`config.mk`:
```
export PLATFORM = sky130hd
export DESIGN_NAME = exec_seq
export DESIGN_NICKNAME = d
export VERILOG_FILES = /design/src/rtl/exec_seq.sv
export SDC_FILE = /design/constraint.sdc
export NUM_CORES = 1
export LEC_CHECK = 0
export ABC_CLOCK_PERIOD_IN_PS = 2200
export CAP_MARGIN = 5
export CORE_MARGIN = 4
export CORE_UTILIZATION = 50
export CTS_CLUSTER_SIZE = 14
export DETAILED_ROUTE_END_ITERATION = 16
export PLACE_DENSITY = 0.74
export SLEW_MARGIN = 25
export SYNTH_ARGS = -nofsm -noshare
export SYNTH_HDL_FRONTEND = slang
export SYNTH_SLANG_ARGS = --single-unit
```
`constraint.sdc`:
```
create_clock -name clk -period 2.2 [get_ports clk]
set_clock_uncertainty 0.1 [all_clocks]
set_input_delay 0.33 -clock clk [delete_from_list [all_inputs] [get_ports clk]]
set_output_delay 0.33 -clock clk [all_outputs]
set_load 0.05 [all_outputs]
```
`src/rtl/exec_seq.sv`:
```
// Four-state instruction sequencer: captures an instruction, stages ALU operands,
// collects the external ALU result and writes it back to a 16 x 4-bit register file.
module exec_seq #(
  parameter bit DBG_EN = 1'b1
) (
  input  logic        clk,
  input  logic        rst_n,
  input  logic        start,
  input  logic [12:0] instr,
  output logic        busy,
  output logic        done,
  output logic [3:0]  alu_a,
  output logic [3:0]  alu_b,
  output logic [2:0]  alu_sel,
  output logic        alu_cin,
  input  logic [3:0]  alu_out,
  input  logic        alu_cout,
  output logic        carry_flag,
  output logic        zero_flag,
  input  logic [3:0]  dbg_addr,
  output logic [3:0]  dbg_data
);

  localparam int DATA_W = 4;
  localparam int NREGS  = 16;

  typedef enum logic [1:0] {
    IDLE  = 2'd0,
    FETCH = 2'd1,
    EXEC  = 2'd2,
    WB    = 2'd3
  } state_t;

  state_t state, state_nxt;

  logic [12:0]       instr_p0;
  logic [DATA_W-1:0] result_p2;
  logic              cout_p2;
  logic [DATA_W-1:0] rf [NREGS];

  logic              imm_p0;
  logic              fw_p0;
  logic [2:0]        sel_p0;
  logic [3:0]        rd_p0;
  logic [3:0]        rs_p0;

  assign imm_p0 = instr_p0[12];
  assign fw_p0  = instr_p0[11];
  assign sel_p0 = instr_p0[10:8];
  assign rd_p0  = instr_p0[7:4];
  assign rs_p0  = instr_p0[3:0];

  always_ff @(posedge clk or negedge rst_n) begin
    if (!rst_n) begin
      state <= IDLE;
    end else begin
      state <= state_nxt;
    end
  end

  always_comb begin
    state_nxt = state;
    case (state)
      IDLE:    if (start) state_nxt = FETCH;
      FETCH:   state_nxt = EXEC;
      EXEC:    state_nxt = WB;
      WB:      state_nxt = IDLE;
      default: state_nxt = IDLE;
    endcase
  end

  assign busy = (state != IDLE);

  // Stage p0: instruction capture, held until the next accept
  always_ff @(posedge clk or negedge rst_n) begin
    if (!rst_n) begin
      instr_p0 <= '0;
    end else if (state == IDLE && start) begin
      instr_p0 <= instr;
    end
  end

  // Stage p1: operand staging toward the external ALU
  always_ff @(posedge clk or negedge rst_n) begin
    if (!rst_n) begin
      alu_a   <= '0;
      alu_b   <= '0;
      alu_sel <= '0;
      alu_cin <= 1'b0;
    end else if (state == FETCH) begin
      alu_a   <= imm_p0 ? rs_p0 : rf[rs_p0];
      alu_b   <= rf[rd_p0];
      alu_sel <= sel_p0;
      alu_cin <= carry_flag;
    end
  end

  // Stage p2: ALU result capture
  always_ff @(posedge clk or negedge rst_n) begin
    if (!rst_n) begin
      result_p2 <= '0;
      cout_p2   <= 1'b0;
    end else if (state == EXEC) begin
      result_p2 <= alu_out;
      cout_p2   <= alu_cout;
    end
  end

  // Stage p3: write-back, flag update and completion pulse
  always_ff @(posedge clk or negedge rst_n) begin
    if (!rst_n) begin
      for (int i = 0; i < NREGS; i++) begin
        rf[i] <= '0;
      end
      carry_flag <= 1'b0;
      zero_flag  <= 1'b0;
      done       <= 1'b0;
    end else begin
      done <= (state == WB);
      if (state == WB) begin
        rf[rd_p0] <= result_p2;
        if (fw_p0) begin
          carry_flag <= cout_p2;
          zero_flag  <= (result_p2 == '0);
        end
      end
    end
  end

  generate
    if (DBG_EN) begin : g_dbg
      assign dbg_data = rf[dbg_addr];
    end else begin : g_no_dbg
      assign dbg_data = 4'b0000;
    end
  endgenerate

endmodule
```
==> summary.md <==
| Metric | Value |
|---|---|
| Critical Path Source Type | flop |
| Routed Antenna Nets | 0 |
| Sequential area share after synthesis | 0.461 |
| Core area | 10,400 µm² |
| CTS tree | yes |
| Worst path cell trace | mux4_2 > mux4_2 > buf_6 |
| Grt total ovfl | 0 |
| Die height | 112 µm |
| Routed WL per cell | 23.6 µm |
| CTS clk-pin slew, worst paths | 0.09 ns |
| Switching power | 4.04 mW |
| Max-slew violation count | 0 |
| Critical path peak fanout | 4 |
| RSZ-0062 raised after global routing | yes |
| Critical path capture point type | output port |
| WP data required | 1.77 ns |
| DR vias | 3,668 |
| Leakage power | 2.86 nW |
| Drt total wl | 13,900 µm |
| Worst Setup SP | rf[5] |
| Initial antenna violation count | 0 |
| Least-Margin Pin Slew | 0.588 ns |
| 1st-iter DRT viols | 272 |
| Cell area after layout | 6610 µm² |
| Max Cap Viol | 0 |
| Worst hold path class | input port to async pin |
| Cells after Synth | 358 |
| Relative slew slack | 0.608 |
| Fin crit share | 1.09 |
| Synth top area share | 0.461 |
| WS Path Type | flop to output port |
| Placed instance area | 6110 µm² |
| CP max stage cell | mux4_2 |
| Switch share | 0.400 |
| Share of cells above drive strength 1 | 0.490 |
| Core Util, Final | 0.637 |
| Post-Syn Nets | 387 |
| GPL Wtd Cong | 0.906 |
| Power density over the cells | 1530 nW/µm² |
| Internal | 6.06 mW |
| Violated checks | negative setup slack |
| Max Buffers Root-to-Sink | 2 |
| Fillers | 758 |
| Via/cell ratio | 6.23 |
| Clock power share | 0.116 |
| Max IR drop VDD | 598 µV |
| Final hold violation count | 0 |
| Number of global-route vias before repair | 3,659 |
| Reg2reg setup slack | 0.21 ns |
| Synth cell types | 33 |
| Width of the die | 112 µm |
| WP buf/inv | 1 |
| PortBufs | 44 |
| R2R cell count | 5 |
| # IOs | 45 |
| Worst path depth | 3 |
| Post-DP HPWL | 9780 µm |
| TritonRoute pass-1 iters | 5 |
| Final setup violation count | 4 |
| # diodes | 0 |
| Sequential cell area | 2480 µm² |
| Yosys warns | 0 |
| Largest net degree at the start of global routing | 39 |
| Synthesized area | 5370 µm² |
| CP arrival | 1.97 ns |
| CP top delay family | multiplexers |
| CTS buffer count | 9 |
| Site Rows | 37 |
| Initial Util | 0.518 |
| Avg Inst Size Synth | 15.0 µm² |
| Multi-input logic area | 2740 µm² |
| Top area cells in the synthesized netlist | dfrtp_1 46%, mux4_2 20%, mux2_2 18% |
| H-tree depth | 3 |
| Reg-to-Reg Start | state[0] |
| CP peak stage delay | 0.52 ns |
| DRC Markers | 0 |
| Die ar. | 12,500 µm² |
| Synth area leader | dfrtp_1 |
| Comb power frac | 0.516 |
| GRT Util Overall | 0.231 |
| Worst path most repeated cell | mux4_2 |
| Clock Latency Late Sink | 0.37 ns |
| Sequential Power Share | 0.367 |
| Clk sinks | 99 |
| First-pass GRT wire length | 21,900 µm |
| Highest achievable clock rate | 417 MHz |
| Min Hold Slack | 0.361 ns |
| Status | finished with violations |
| Post-layout minimum cycle time | 2.40 ns |
| Reg2Reg Capture Point | rf[50] |
| Tot Pwr | 10.1 mW |
| Total Nets Final | 478 |
| Clk root buf | clkbuf_8 |
| Final worst slack | -0.198 ns |
| #FFs+latches synth | 99 |
| Area Growth Syn to Fin | 23.1% |
-- repair_timing --
action | CTS | global route
setup endpoints to repair | 4 | 4
gates resized for setup | 12 | 1
hold endpoints to repair | 34 | 0
cloned | 2 | 0
setup buffers | 19 | 10
hold buffers | 1 | 0
-- routing by layer --
layer,track usage,share of wire,up-vias
li1,-,-,1568
met4,0.0779,0.019,0
met1,0.328,0.42,1920
met2,0.357,0.49,160
met3,0.0522,0.073,20
met5,0,0,-
-- through the flow --
step	std cells	setup slack, ns	TNS, ns
2_1_floorplan	358	0.0252	0
3_3_place_gp	542	-0.482	-1.83
3_5_place_dp	542	-0.507	-1.91
4_1_cts	579	-0.207	-0.747
5_1_grt	589	-0.235	-0.901
6_report	589	-0.198	-0.712
-- synth_stat cells --
cell type  number
a211oi_1        8
a21oi_1         1
a221oi_1        2
a311oi_1        1
a31oi_1         1
and3_1          1
buf_1           1
buf_2           8
buf_4           1
buf_6           3
clkbuf_1       14
dfrtp_1        99
ha_1            4
inv_1           4
mux2_2         88
mux2i_1         4
mux4_1          5
mux4_2         47
nand2_1         6
nand2b_1        6
nand3_1         2
nand3b_1        8
nor2_1         20
nor2b_1         6
nor3_1          3
nor3b_1         4
nor4_1          2
nor4b_1         2
o2111ai_1       1
o211ai_1        1
o21ai_0         3
o31ai_1         1
or4_1           1
-- final cells by class --
type,instances,area share
repair buffers,107,0.154
well taps,136,0.0257
clock inverters,6,0.00984
inverters,4,0.00227
multi-input cells,228,0.414
clock buffers,9,0.0187
flip-flops and latches,99,0.375
-- how the worst max path moves through the flow --
stage | endpoint | slack [ns]
after detailed placement | dbg_data[1] | -0.51
after global placement | dbg_data[1] | -0.48
after global routing | dbg_data[2] | -0.23
after floorplan | dbg_data[0] | 0.03
after CTS | dbg_data[1] | -0.21
final | dbg_data[1] | -0.20
-- layout by cell type, fill, tap and decap left out, types with 5 or more instances in the layout --
master | synthesis | routed
buf_4 | 1 | 58
mux4_1 | 5 | 5
clkbuf_8 | 0 | 9
nand2b_1 | 6 | 6
clkdlybuf4s50_1 | 0 | 36
nor2b_1 | 6 | 6
a211oi_1 | 8 | 8
nand2_1 | 6 | 6
mux2_2 | 88 | 88
mux4_2 | 47 | 47
nor2_1 | 20 | 20
dfrtp_1 | 99 | 96
nand3b_1 | 8 | 8
-- power groups by stage --
stage,Clock (mW),Sequential [mW],Combinational (mW)
after CTS,1.18,3.66,5.07
after global routing,1.26,3.83,5.54
after global placement,0,3.73,4.55
final,1.17,3.71,5.22
after detailed placement,0,3.80,4.64
after floorplan,0,3.67,3.19
-- flip-flops by register name, indices dropped and copies added, names as in the netlist, 2 cells and up --
register	flops
instr_p0	13
result_p2	4
alu_a	4
state	2
rf	64
alu_b	4
alu_sel	3
-- cell families (layout without fill, tap and decap cells) --
group / count (synthesis) / after routing / share of synthesized area
buf+inv: 31 / 126 / 0.0284
simple gates: 61 / 61 / 0.0618
flops: 99 / 99 / 0.461
mux: 144 / 144 / 0.414
fa+ha+maj: 4 / 4 / 0.00932
compound gates: 19 / 19 / 0.0254
No activity file was read; power rests on OpenSTA's default activity.
